===== config.mk =====
export PLATFORM = sky130hd
export DESIGN_NAME = matrix_collector
export DESIGN_NICKNAME = d
export VERILOG_FILES = /design/src/rtl/matrix_collector.sv
export SDC_FILE = /design/constraint.sdc
export NUM_CORES = 1
export LEC_CHECK = 0
export ABC_CLOCK_PERIOD_IN_PS = 1800
export BUFFER_PORTS_ARGS = -buffer_cell sky130_fd_sc_hd__buf_2
export CAP_MARGIN = 20
export CORE_MARGIN = 3
export CORE_UTILIZATION = 50
export CTS_BUF_LIST = sky130_fd_sc_hd__clkbuf_4 sky130_fd_sc_hd__clkbuf_8 sky130_fd_sc_hd__clkbuf_16
export DETAILED_ROUTE_END_ITERATION = 8
export PLACE_DENSITY = 0.71
export SLEW_MARGIN = 20
export SYNTH_ARGS = -nofsm -noshare
export SYNTH_HDL_FRONTEND = slang
export SYNTH_SLANG_ARGS = --single-unit

===== constraint.sdc =====
create_clock -name clock_i -period 1.8 [get_ports clock_i]
set_input_delay 0.18 -clock clock_i [delete_from_list [all_inputs] [get_ports clock_i]]
set_output_delay 0.18 -clock clock_i [all_outputs]
set_load 0.05 [all_outputs]

===== src/rtl/matrix_collector.sv =====
// matrix_collector
// Receives matrix elements over a valid/ready stream in row-major order,
// generates its own (row, column) write position, and stores the elements in
// an internal register array. After the final element it holds the matrix
// (FULL) and serves random-access reads until the consumer releases it with
// clear_i.
//
// Ports
//   clock_i       single clock, rising edge
//   reset_i       synchronous, active-high; also zeroes the array
//   in_valid_i    producer has an element
//   in_ready_o    collector can accept (depends on state only)
//   in_data_i     element value
//   in_last_i     producer marks the final element of the matrix
//   clear_i       release FULL / abort the current fill
//   wr_i_o        row index of the next element to be accepted
//   wr_j_o        column index of the next element to be accepted
//   full_o        matrix complete, contents stable
//   frame_done_o  one-cycle pulse on the cycle full_o rises
//   err_last_o    sticky: in_last_i disagreed with the internal position
//   rd_i_i        read row
//   rd_j_i        read column
//   rd_data_o     registered read data (0 for out-of-range reads)
//
// state  | meaning
// S_FILL | accepting elements, write position advancing
// S_FULL | matrix complete, array frozen, waiting for clear_i

module matrix_collector #(
  parameter int SIZELin    = 3,
  parameter int SIZECol    = 3,
  parameter int WIDTH_BIT  = 8,
  parameter int DATA_WIDTH = 8
) (
  input  logic                  clock_i,
  input  logic                  reset_i,
  input  logic                  in_valid_i,
  output logic                  in_ready_o,
  input  logic [DATA_WIDTH-1:0] in_data_i,
  input  logic                  in_last_i,
  input  logic                  clear_i,
  output logic [WIDTH_BIT-1:0]  wr_i_o,
  output logic [WIDTH_BIT-1:0]  wr_j_o,
  output logic                  full_o,
  output logic                  frame_done_o,
  output logic                  err_last_o,
  input  logic [WIDTH_BIT-1:0]  rd_i_i,
  input  logic [WIDTH_BIT-1:0]  rd_j_i,
  output logic [DATA_WIDTH-1:0] rd_data_o
);

  localparam int ROWS = SIZELin + 1;
  localparam int COLS = SIZECol + 1;
  localparam int RW   = (ROWS > 1) ? $clog2(ROWS) : 1;
  localparam int CW   = (COLS > 1) ? $clog2(COLS) : 1;

  localparam logic [WIDTH_BIT-1:0] LAST_ROW = WIDTH_BIT'(SIZELin);
  localparam logic [WIDTH_BIT-1:0] LAST_COL = WIDTH_BIT'(SIZECol);

  typedef enum logic {
    S_FILL = 1'b0,
    S_FULL = 1'b1
  } state_t;

  state_t                 state_q, state_d;
  logic [WIDTH_BIT-1:0]   wr_i_q, wr_i_d;
  logic [WIDTH_BIT-1:0]   wr_j_q, wr_j_d;
  logic                   frame_done_q, frame_done_d;
  logic                   err_last_q, err_last_d;
  logic [DATA_WIDTH-1:0]  rd_data_q;
  logic [DATA_WIDTH-1:0]  mem_q [ROWS][COLS];

  logic accept;
  logic at_last_col;
  logic at_final;
  logic rd_in_range;

  always_comb begin
    accept       = in_valid_i && (state_q == S_FILL) && !clear_i;
    at_last_col  = (wr_j_q == LAST_COL);
    at_final     = at_last_col && (wr_i_q == LAST_ROW);
    rd_in_range  = (rd_i_i <= LAST_ROW) && (rd_j_i <= LAST_COL);

    state_d      = state_q;
    wr_i_d       = wr_i_q;
    wr_j_d       = wr_j_q;
    frame_done_d = 1'b0;
    err_last_d   = err_last_q;

    // clear_i takes priority over a same-cycle beat: the beat is dropped.
    if (clear_i) begin
      state_d    = S_FILL;
      wr_i_d     = '0;
      wr_j_d     = '0;
      err_last_d = 1'b0;
    end else if (accept) begin
      if (at_final) begin
        // A missing in_last on the final element is flagged but the matrix
        // is still considered complete.
        state_d      = S_FULL;
        wr_i_d       = '0;
        wr_j_d       = '0;
        frame_done_d = 1'b1;
        if (!in_last_i) err_last_d = 1'b1;
      end else if (in_last_i) begin
        // Early in_last: drop the truncated matrix and resync to (0,0).
        // Cells already written are left as they are.
        wr_i_d     = '0;
        wr_j_d     = '0;
        err_last_d = 1'b1;
      end else if (at_last_col) begin
        wr_j_d = '0;
        wr_i_d = wr_i_q + 1'b1;
      end else begin
        wr_j_d = wr_j_q + 1'b1;
      end
    end
  end

  always_ff @(posedge clock_i) begin
    if (reset_i) begin
      state_q      <= S_FILL;
      wr_i_q       <= '0;
      wr_j_q       <= '0;
      frame_done_q <= 1'b0;
      err_last_q   <= 1'b0;
    end else begin
      state_q      <= state_d;
      wr_i_q       <= wr_i_d;
      wr_j_q       <= wr_j_d;
      frame_done_q <= frame_done_d;
      err_last_q   <= err_last_d;
    end
  end

  // Write position is always within the array, so only the low index bits
  // are needed to address it.
  always_ff @(posedge clock_i) begin
    if (reset_i) begin
      for (int r = 0; r < ROWS; r++) begin
        for (int c = 0; c < COLS; c++) begin
          mem_q[r][c] <= '0;
        end
      end
    end else if (accept) begin
      mem_q[wr_i_q[RW-1:0]][wr_j_q[CW-1:0]] <= in_data_i;
    end
  end

  // Reads see the array before any same-edge write.
  always_ff @(posedge clock_i) begin
    if (reset_i) begin
      rd_data_q <= '0;
    end else if (rd_in_range) begin
      rd_data_q <= mem_q[rd_i_i[RW-1:0]][rd_j_i[CW-1:0]];
    end else begin
      rd_data_q <= '0;
    end
  end

  assign in_ready_o   = (state_q == S_FILL);
  assign full_o       = (state_q == S_FULL);
  assign wr_i_o       = wr_i_q;
  assign wr_j_o       = wr_j_q;
  assign frame_done_o = frame_done_q;
  assign err_last_o   = err_last_q;
  assign rd_data_o    = rd_data_q;

endmodule


Yosys cells after proc, flatten, opt, wreduce, memory -nomap -nowiden
Memories as Yosys holds them, arrays and structs flattened.
Index checks and enable logic that the tools add are counted.
{"block": "classes", "n_addsub": 2, "n_lt_le_gt_ge": 5, "n_eq_ne": 3, "n_mux": 23, "n_bitwise": 5, "reduce_logical": 15}
{"op": "two-way mux 32 bit", "n": 3}
{"op": "two-way mux 8 bit", "n": 9}
{"op": "OR reduction 32 bit", "n": 1}
{"op": "adder 8 x 1 -> 8 bit, second input constant", "n": 2}
{"op": "binary-select mux 8 bit (select 2 bit)", "n": 1}
{"op": "demux 8 bit (select 2 bit)", "n": 1}
{"op": "equality test 8 x 2 -> 1 bit, second input constant", "n": 2}
{"op": "less-or-equal comparator 8 x 2 -> 1 bit, second input constant", "n": 2}
{"op": "two-way mux 1 bit", "n": 8}
{"op": "greater-or-equal comparator 3 bit, second input constant", "n": 2}
{"op": "inverter 2 -> 3 bit", "n": 2}
{"op": "logical AND 1 bit", "n": 5}
{"op": "AND reduction 2 bit", "n": 2}
{"op": "OR reduction 2 bit", "n": 2}
{"op": "< comparator 3 x 1 -> 1 bit, second input constant", "n": 1}
{"op": "inverter 1 bit", "n": 3}
{"op": "AND reduction 3 bit", "n": 1}
{"op": "nonzero test 3 bit", "n": 1}
{"op": "OR reduction 3 bit", "n": 1}
{"op": "two-way mux 2 bit", "n": 1}
{"op": "inequality test 2 bit, second input constant", "n": 1}
{"op": "nonzero test 2 bit", "n": 1}
{"op": "logical NOT 1 bit", "n": 1}
{"block": "totals", "register_bits": 27, "ramBits": 128, "input_bits": 29, "output_inout_bits": 28, "wordCells": 60, "mem_count": 1}
{"name": "mem_q", "words": 4, "word_bits": 32, "rd": 1, "rd_clocked_by_memory_dff": 0, "wr": 4, "line": "71", "source": "logic [DATA_WIDTH-1:0] mem_q [ROWS][COLS];"}

Depth between registers and ports, before layout
Gate-level depths: netlist of the first run.
{"block": "depth", "ltp_word": 8, "ltp_mapped": 7, "depth_no_buf": 5}

Worst setup path before layout of the first run
OpenSTA, ideal clock, no wires.
{"block": "synth_timing", "kind": "reg-to-reg", "from": "register wr_i_q[1] (netlist: wr_i_o[1])", "to": "register wr_i_q[2] (netlist: wr_i_o[2])", "setup_ps": 143, "arrival_ps": 2033, "t_required_ps": 1657, "slack_ps": -375, "path_stages_with_launch": 6, "synth_period_minus_slack_ps": 2175, "path_cell_list": "dfxtp_1 ha_1 nor4b_1 a41oi_1 o21ai_0 a21oi_1"}
{"block": "synth_between", "elab_chain_len": 4, "elab_cells_between_ends": 8, "classes_between": "1 x add/sub; 1 x eq/ne; 3 x mux; 3 x reduce/logical"}
{"element": "from (decl)", "line": "66", "source": "logic [WIDTH_BIT-1:0] wr_i_q, wr_i_d;"}
{"element": "from (signal assigned)", "line": "129", "source": "wr_i_q <= wr_i_d;"}
{"element": "adder 8 x 1 -> 8 bit or equality test 8 x 2 -> 1 bit (tied branches)", "line": "113, 81"}
{"element": "two-way mux 8 bit or logical AND 1 bit (tied branches)", "line": "111, 81"}
{"element": "two-way mux 8 bit or nonzero test 3 bit (tied branches)"}
{"element": "two-way mux 8 bit or AND reduction 2 bit (tied branches)"}
Parallel ways exist; a longest one is shown, timed or not. The select of a mux whose other input is x is not followed.
A chain may end at the register's enable or synchronous reset.

==> results of run 1 <==
[sequential cells by signal (all words and copies together), names as in the netlist]
signal	flops
mem_q	128
wr_i_o	8
frame_done_o	1
err_last_o	1
rd_data_o	8
full_o	1
wr_j_o	8
[worst min-delay path: stages]
cell	delay [ns]
buf_2	0.09
inv_1	0.04
o21ai_0	0.13
and2_1	0.11
[metal layers]
layer  up-vias  routed length [um]  GRT usage
li1       2047                   -          -
met1      2197                6300      0.257
met2       166                8420      0.361
met3        31                1190     0.0594
met4         0                 348     0.0763
met5         -                   0          0
[worst max-delay path by stage]
stage	endpoint	slack (ns)	cells after the start
2_1_floorplan	mem_q[3][10]	-0.11	7
3_3_place_gp	wr_j_o[4]	0.05	6
3_5_place_dp	wr_j_o[2]	-0.02	6
4_1_cts	wr_i_o[7]	0.001	5
5_1_grt	wr_i_o[6]	-0.01	6
6_report	mem_q[3][31]	0.04	5
[metrics by stage]
step | area (um^2) | utilization | setup WS [ns] | instances | power (uW)
after floorplan | 7270 | - | -0.106 | 516 | 4360
after CTS | 8480 | 0.606 | 0.00121 | 778 | 8200
after detailed placement | 7870 | 0.562 | -0.0225 | 746 | 4570
after global placement | 7870 | 0.562 | 0.0543 | 746 | 4550
after global routing | 8570 | 0.613 | -0.0146 | 787 | 8400
final | 8570 | 0.613 | 0.0392 | 787 | 8160
[Yosys cell counts (2+ instances only)]
| cell type | count | share of area |
|---|---|---|
| mux4_2 | 32 | 0.10 |
| o31ai_1 | 4 | 0.0042 |
| dfxtp_1 | 27 | 0.075 |
| nor4_1 | 2 | 0.0017 |
| inv_1 | 7 | 0.0036 |
| buf_2 | 24 | 0.017 |
| or3_2 | 2 | 0.0021 |
| mux2i_1 | 16 | 0.022 |
| xor2_1 | 5 | 0.0061 |
| and3_1 | 16 | 0.014 |
| o21ai_0 | 6 | 0.0042 |
| edfxtp_1 | 128 | 0.53 |
| o22ai_1 | 8 | 0.0069 |
| clkbuf_1 | 14 | 0.0073 |
| and3_2 | 2 | 0.0021 |
| buf_1 | 2 | 0.0010 |
| nor3_1 | 3 | 0.0021 |
| nand4_1 | 8 | 0.0069 |
| and2_1 | 129 | 0.11 |
| or4_1 | 5 | 0.0052 |
| or2_2 | 18 | 0.016 |
| nand3_1 | 8 | 0.0056 |
| ha_1 | 8 | 0.014 |
| nor2_1 | 7 | 0.0036 |
| nand2_1 | 7 | 0.0036 |
| a21oi_1 | 10 | 0.0069 |
[logic make-up after synthesis]
logic type,count (synthesis),synth area share
AOI/OAI and AO/OA,34,0.0287
xor gates and xnor gates,6,0.00729
adders and majority gates,8,0.0139
buffers and inverters,50,0.0332
DFF,155,0.608
muxes,48,0.122
and+or+nand+nor,215,0.186
[power groups by stage]
stage | sequential (uW) | combinational (uW) | clock, uW
after global placement | 4090 | 467 | 0
final | 4010 | 490 | 3660
after global routing | 4020 | 525 | 3860
after detailed placement | 4090 | 476 | 0
after CTS | 4010 | 480 | 3710
after floorplan | 4060 | 299 | 0
[cell type report]
class                   instances  share of cell area
multi-input cells             312               0.310
flip-flops and latches        155               0.513
inverters                       7             0.00306
well taps                     180              0.0263
clock buffers                  18              0.0505
repair buffers                101              0.0765
clock inverters                14              0.0207
[repair_timing]
item / 4_1_cts / 5_1_grt
resized for setup: 1 / 5
endpoints found under the setup margin: 6 / 32
cloned: 0 / 1
setup buffers: 0 / 8
endpoints found under the hold margin: 0 / 0
pin swaps: 0 / 6
==> reports/qor.txt, run 1 <==
Status: finished, final reports clean
Number of global-route vias before repair: 4522
RePlAce Congestion: 0.825
Largest fanout on the critical path: 16
Final min period: 1.76 ns
Gr ovfl total: 0
Sw Ratio: 0.204
Multi-input gate area: 2660 um^2
Post-synth ARST share: 0
Final setup vio count: 0
CTS Buf Count: 17
Type of the worst min-delay path: in2reg
Layout cell share with drive strength beyond 1: 0.331
Clk sinks: 155
Worst path max stage delay: 0.41 ns
Post-Syn Nets: 553
GRT Overall Usage: 0.211
Die X: 126 um
Vias/cell: 5.64
Core outline area: 14000 um^2
Remaining antenna violation count after routing: 0
Min-delay src: in_valid_i
Largest net degree at the start of global routing: 21
Combinational share of power: 0.060
Chip height: 126 um
# hold bufs at CTS: 0
Final TNS setup: 0 ns
I/O Pins: 57
Most common cell after layout, fill and taps aside: and2_1
Initial antenna violation count: 0
Critical R2R Capture: mem_q[3][31]
Internal power: 6490 uW
Clock buffer depth: 2
Critical Path AT: 1.89 ns
Total Wirelength: 16.3 mm
First-pass GRT wire length: 24.9 mm
Worst path bufs/invs: 1
R2R Setup Slk: 0.04 ns
Worst r2r path cells: 5
Synth cell types: 44
R2R Path Start: full_o
I/O Buffers: 56
Nature of the critical path endpoint: flop
VDD IR max: 629 uV
Leading cell types in the layout, fill and taps excluded: and2_1, edfxtp_1, buf_2, buf_4, mux4_2
CP Launch Type: flop
MaxCap Viol Count: 0
Critical-path cell list: or3b_1 -> nor2_4 -> buf_12 -> and3_1 -> or2_4
Initial Util: 0.515
CTS clk-pin slew, worst paths: 0.06 ns
Hold Crit Endpoint: full_o
Setup CP Type: reg2reg
Final hold violation count: 0
Switching power: 1670 uW
Drt pass-1 iters: 5
Syn Inst Count: 516
H-tree depth: 4
CP startpoint: full_o
Lkg Pwr: 0.00340 uW
Fillers: 1089
Starting DRT DRC Count: 425
Antenna diode count: 0
CP delay by family, top: simple AND/OR/NAND/NOR gates
Rows: 43
Synth Register Bits: 155
Fmax: 0.568 GHz
Number of synthesized flops with an enable pin: 128
Clock Root Buffer: clkbuf_16
Pwr Density: 952 nW/um^2
Req. time, crit path: 1.93 ns
Sequential power share: 0.491
YS warnings: 0
Mapped cell area: 7210 um^2
Sequential fraction of the synthesis area: 0.608
Residual DRC: 0
CTS tree: built
Area Growth Syn to Fin: 19.0%
Hold Worst Slack: 0.151 ns
WHS Path Cells: 4
Final Max Slew Viols: 0
Clk_lat worst skew: 0.42 ns
Detailed placement HPWL: 11.3 mm
Synth Area per Inst: 14.0 um^2
Seq. cell area: 4400 um^2
Die Area: 15900 um^2
Slowest-stage cell, CP: or3b_1
Period utilization: 0.978
Slew @ Worst Pin: 0.477 ns
Vias: 4441
Slew headroom: 0.680
Clock power share: 0.449
Clock Skew: 0.0129 ns
Wire length per cell: 20.7 um
Main synth FF type: edfxtp_1
Nets: 631
No activity file was read; power rests on OpenSTA's default activity.
==> run 2: changes to the inputs <==
--- a/config.mk
+++ b/config.mk
@@ -11,7 +11,9 @@
 export CORE_MARGIN = 3
 export CORE_UTILIZATION = 50
 export CTS_BUF_LIST = sky130_fd_sc_hd__clkbuf_4 sky130_fd_sc_hd__clkbuf_8 sky130_fd_sc_hd__clkbuf_16
+export CTS_CLUSTER_DIAMETER = 30
 export DETAILED_ROUTE_END_ITERATION = 8
+export MAX_ROUTING_LAYER = met4
 export PLACE_DENSITY = 0.71
 export SLEW_MARGIN = 20
 export SYNTH_ARGS = -nofsm -noshare
==> run 2 against run 1 <==
Effect of this change: combinational power barely moved; sequential share of layout area is the same; register-to-register slack barely moved; routed wire length hardly changed; maximum frequency decreased by 0.24%; largest power group unchanged.
==> reports/qor.txt, run 2 (same netlist as run 1, synthesis figures left out) <==
CTS tree: built
VDD IR max: 636 uV (+0.98%)
Lkg Pwr: 0.00340 uW (unchanged)
Core outline area: 14000 um^2 (unchanged)
Clk_lat worst skew: 0.42 ns (about the same)
Largest fanout on the critical path: 16 (unchanged)
Final worst setup slack: 0.0349 ns (-0.00431 ns)
Final min period: 1.77 ns (+0.00431 ns)
Largest net degree at the start of global routing: 21 (unchanged)
Final design utilization: 0.613 (unchanged)
Rows: 43 (unchanged)
Fillers: 1089 (unchanged)
Post-route cell area: 8570 um^2 (unchanged)
Non-filler instance count after layout: 787 (unchanged)
Slowest-stage cell, CP: or3b_1
Max FFs per register: 128 (unchanged)
MaxCap Viol Count: 0 (unchanged)
Final hold violation count: 0 (unchanged)
DP Cell Count: 746 (unchanged)
Antenna diode count: 0 (unchanged)
WHS Path Cells: 4 (unchanged)
Area Growth Syn to Fin: 19.0% (unchanged)
Final Max Slew Viols: 0 (unchanged)
RePlAce Congestion: 0.838 (+1.5%)
# hold bufs at CTS: 0 (unchanged)
Detailed placement HPWL: 11.3 mm (unchanged)
Final setup vio count: 0 (unchanged)
CP Launch Type: flop
Die Area: 15900 um^2 (unchanged)
I/O Buffers: 56 (unchanged)
Placed Area: 7870 um^2 (unchanged)
Nets: 631 (unchanged)
GRT Overall Usage: 0.217 (+0.00642)
I/O Pins: 57 (unchanged)
Most common cell after layout, fill and taps aside: and2_1
Setup CP Type: reg2reg
H-tree depth: 4 (unchanged)
Vias: 4424 (-0.38%)
Chip height: 126 um (unchanged)
Starting DRT DRC Count: 382 (-10%)
Remaining antenna violation count after routing: 0 (unchanged)
Initial antenna violation count: 0 (unchanged)
Clock Skew: 0.00511 ns (-0.00780 ns)
Clock buffer depth: 2 (unchanged)
DP Worst Slack: -0.0225 ns (unchanged)
Slew @ Worst Pin: 0.475 ns (-0.00189 ns)
First-pass GRT wire length: 24.9 mm (about the same)
Critical Path AT: 1.89 ns (about the same)
CTS Buf Count: 17 (unchanged)
Hold Worst Slack: 0.156 ns (+0.00516 ns)
Multi-input gate area: 2660 um^2 (unchanged)
Leading cell types in the layout, fill and taps excluded: and2_1, edfxtp_1, buf_2, buf_4, mux4_2
Die X: 126 um (unchanged)
Residual DRC: 0 (unchanged)
Vias/cell: 5.62 (-0.38%)
Drt pass-1 iters: 5 (unchanged)
Reg with most FFs: mem_q
Slew headroom: 0.682 (+0.00127)
Req. time, crit path: 1.93 ns (about the same)
Worst path max stage delay: 0.41 ns (about the same)
Wire length per cell: 20.6 um (about the same)
Clock Root Buffer: clkbuf_16
Critical-path cell list: or3b_1 -> nor2_4 -> buf_12 -> and3_1 -> or2_4
Pwr Density: 952 nW/um^2 (about the same)
Gr ovfl total: 0 (unchanged)
Total Wirelength: 16.3 mm (about the same)
Fmax: 0.567 GHz (-0.24%)
Status: finished, final reports clean
Period utilization: 0.981 (+0.00240)
Worst r2r path cells: 5 (unchanged)
Type of the worst min-delay path: in2reg
Layout cell share with drive strength beyond 1: 0.331 (unchanged)
Nature of the critical path endpoint: flop
Initial Util: 0.515 (unchanged)
Seq. cell area: 4400 um^2 (unchanged)
Clk sinks: 155 (unchanged)
Number of global-route vias before repair: 4520 (-0.044%)
CTS clk-pin slew, worst paths: 0.06 ns (about the same)
run 2: final timing paths:
path	start	endpoint	slack (ns)
worst max-delay path	full_o	mem_q[3][27]	0.03
worst min-delay path	in_valid_i	full_o	0.16
worst max register to register	full_o	mem_q[3][27]	0.03
worst min register to register	err_last_o	err_last_o	0.49
run 2: per-layer routing:
layer	wire, um	part of all wire	global-route usage
met2	8450	0.52	0.361
met5	0	0	-
met3	1090	0.067	0.0594
met1	6340	0.39	0.257
met4	365	0.022	0.0763
run 2: metrics by stage:
stage / power (uW) / TNS, ns
floorplan: 4360 / -7.86
global placement: 4550 / 0
detailed placement: 4570 / -0.0929
CTS: 8200 / 0
global route: 8410 / -0.0144
finish: 8160 / 0
run 2: where the power goes:
part / internal, uW / total, uW / switching [uW]
clock network: 2310 / 3660 / 1350
registers: 3970 / 4010 / 42.2
logic: 212 / 490 / 278
total: 6490 / 8160 / 1670
run 2: area by class of cell:
class                   count  share of cell area
well taps                 180              0.0263
repair buffers            101              0.0765
flip-flops and latches    155               0.513
clock buffers              18              0.0505
inverters                   7             0.00306
clock inverters            14              0.0207
multi-input cells         312               0.310
run 2: repair_timing:
action	CTS	global route
resized for setup	1	5
setup endpoints to repair	6	32
hold endpoints to repair	0	0
setup buffers	0	8
pin swaps	0	6
cloned	0	1
run 2: worst max-delay path: cells and delay by family (launching register included):
kind | cells | cell delay (ns)
buffers and inverters | 1 | 0.14
and+or+nand+nor | 4 | 0.98
DFF | 1 | 0.34
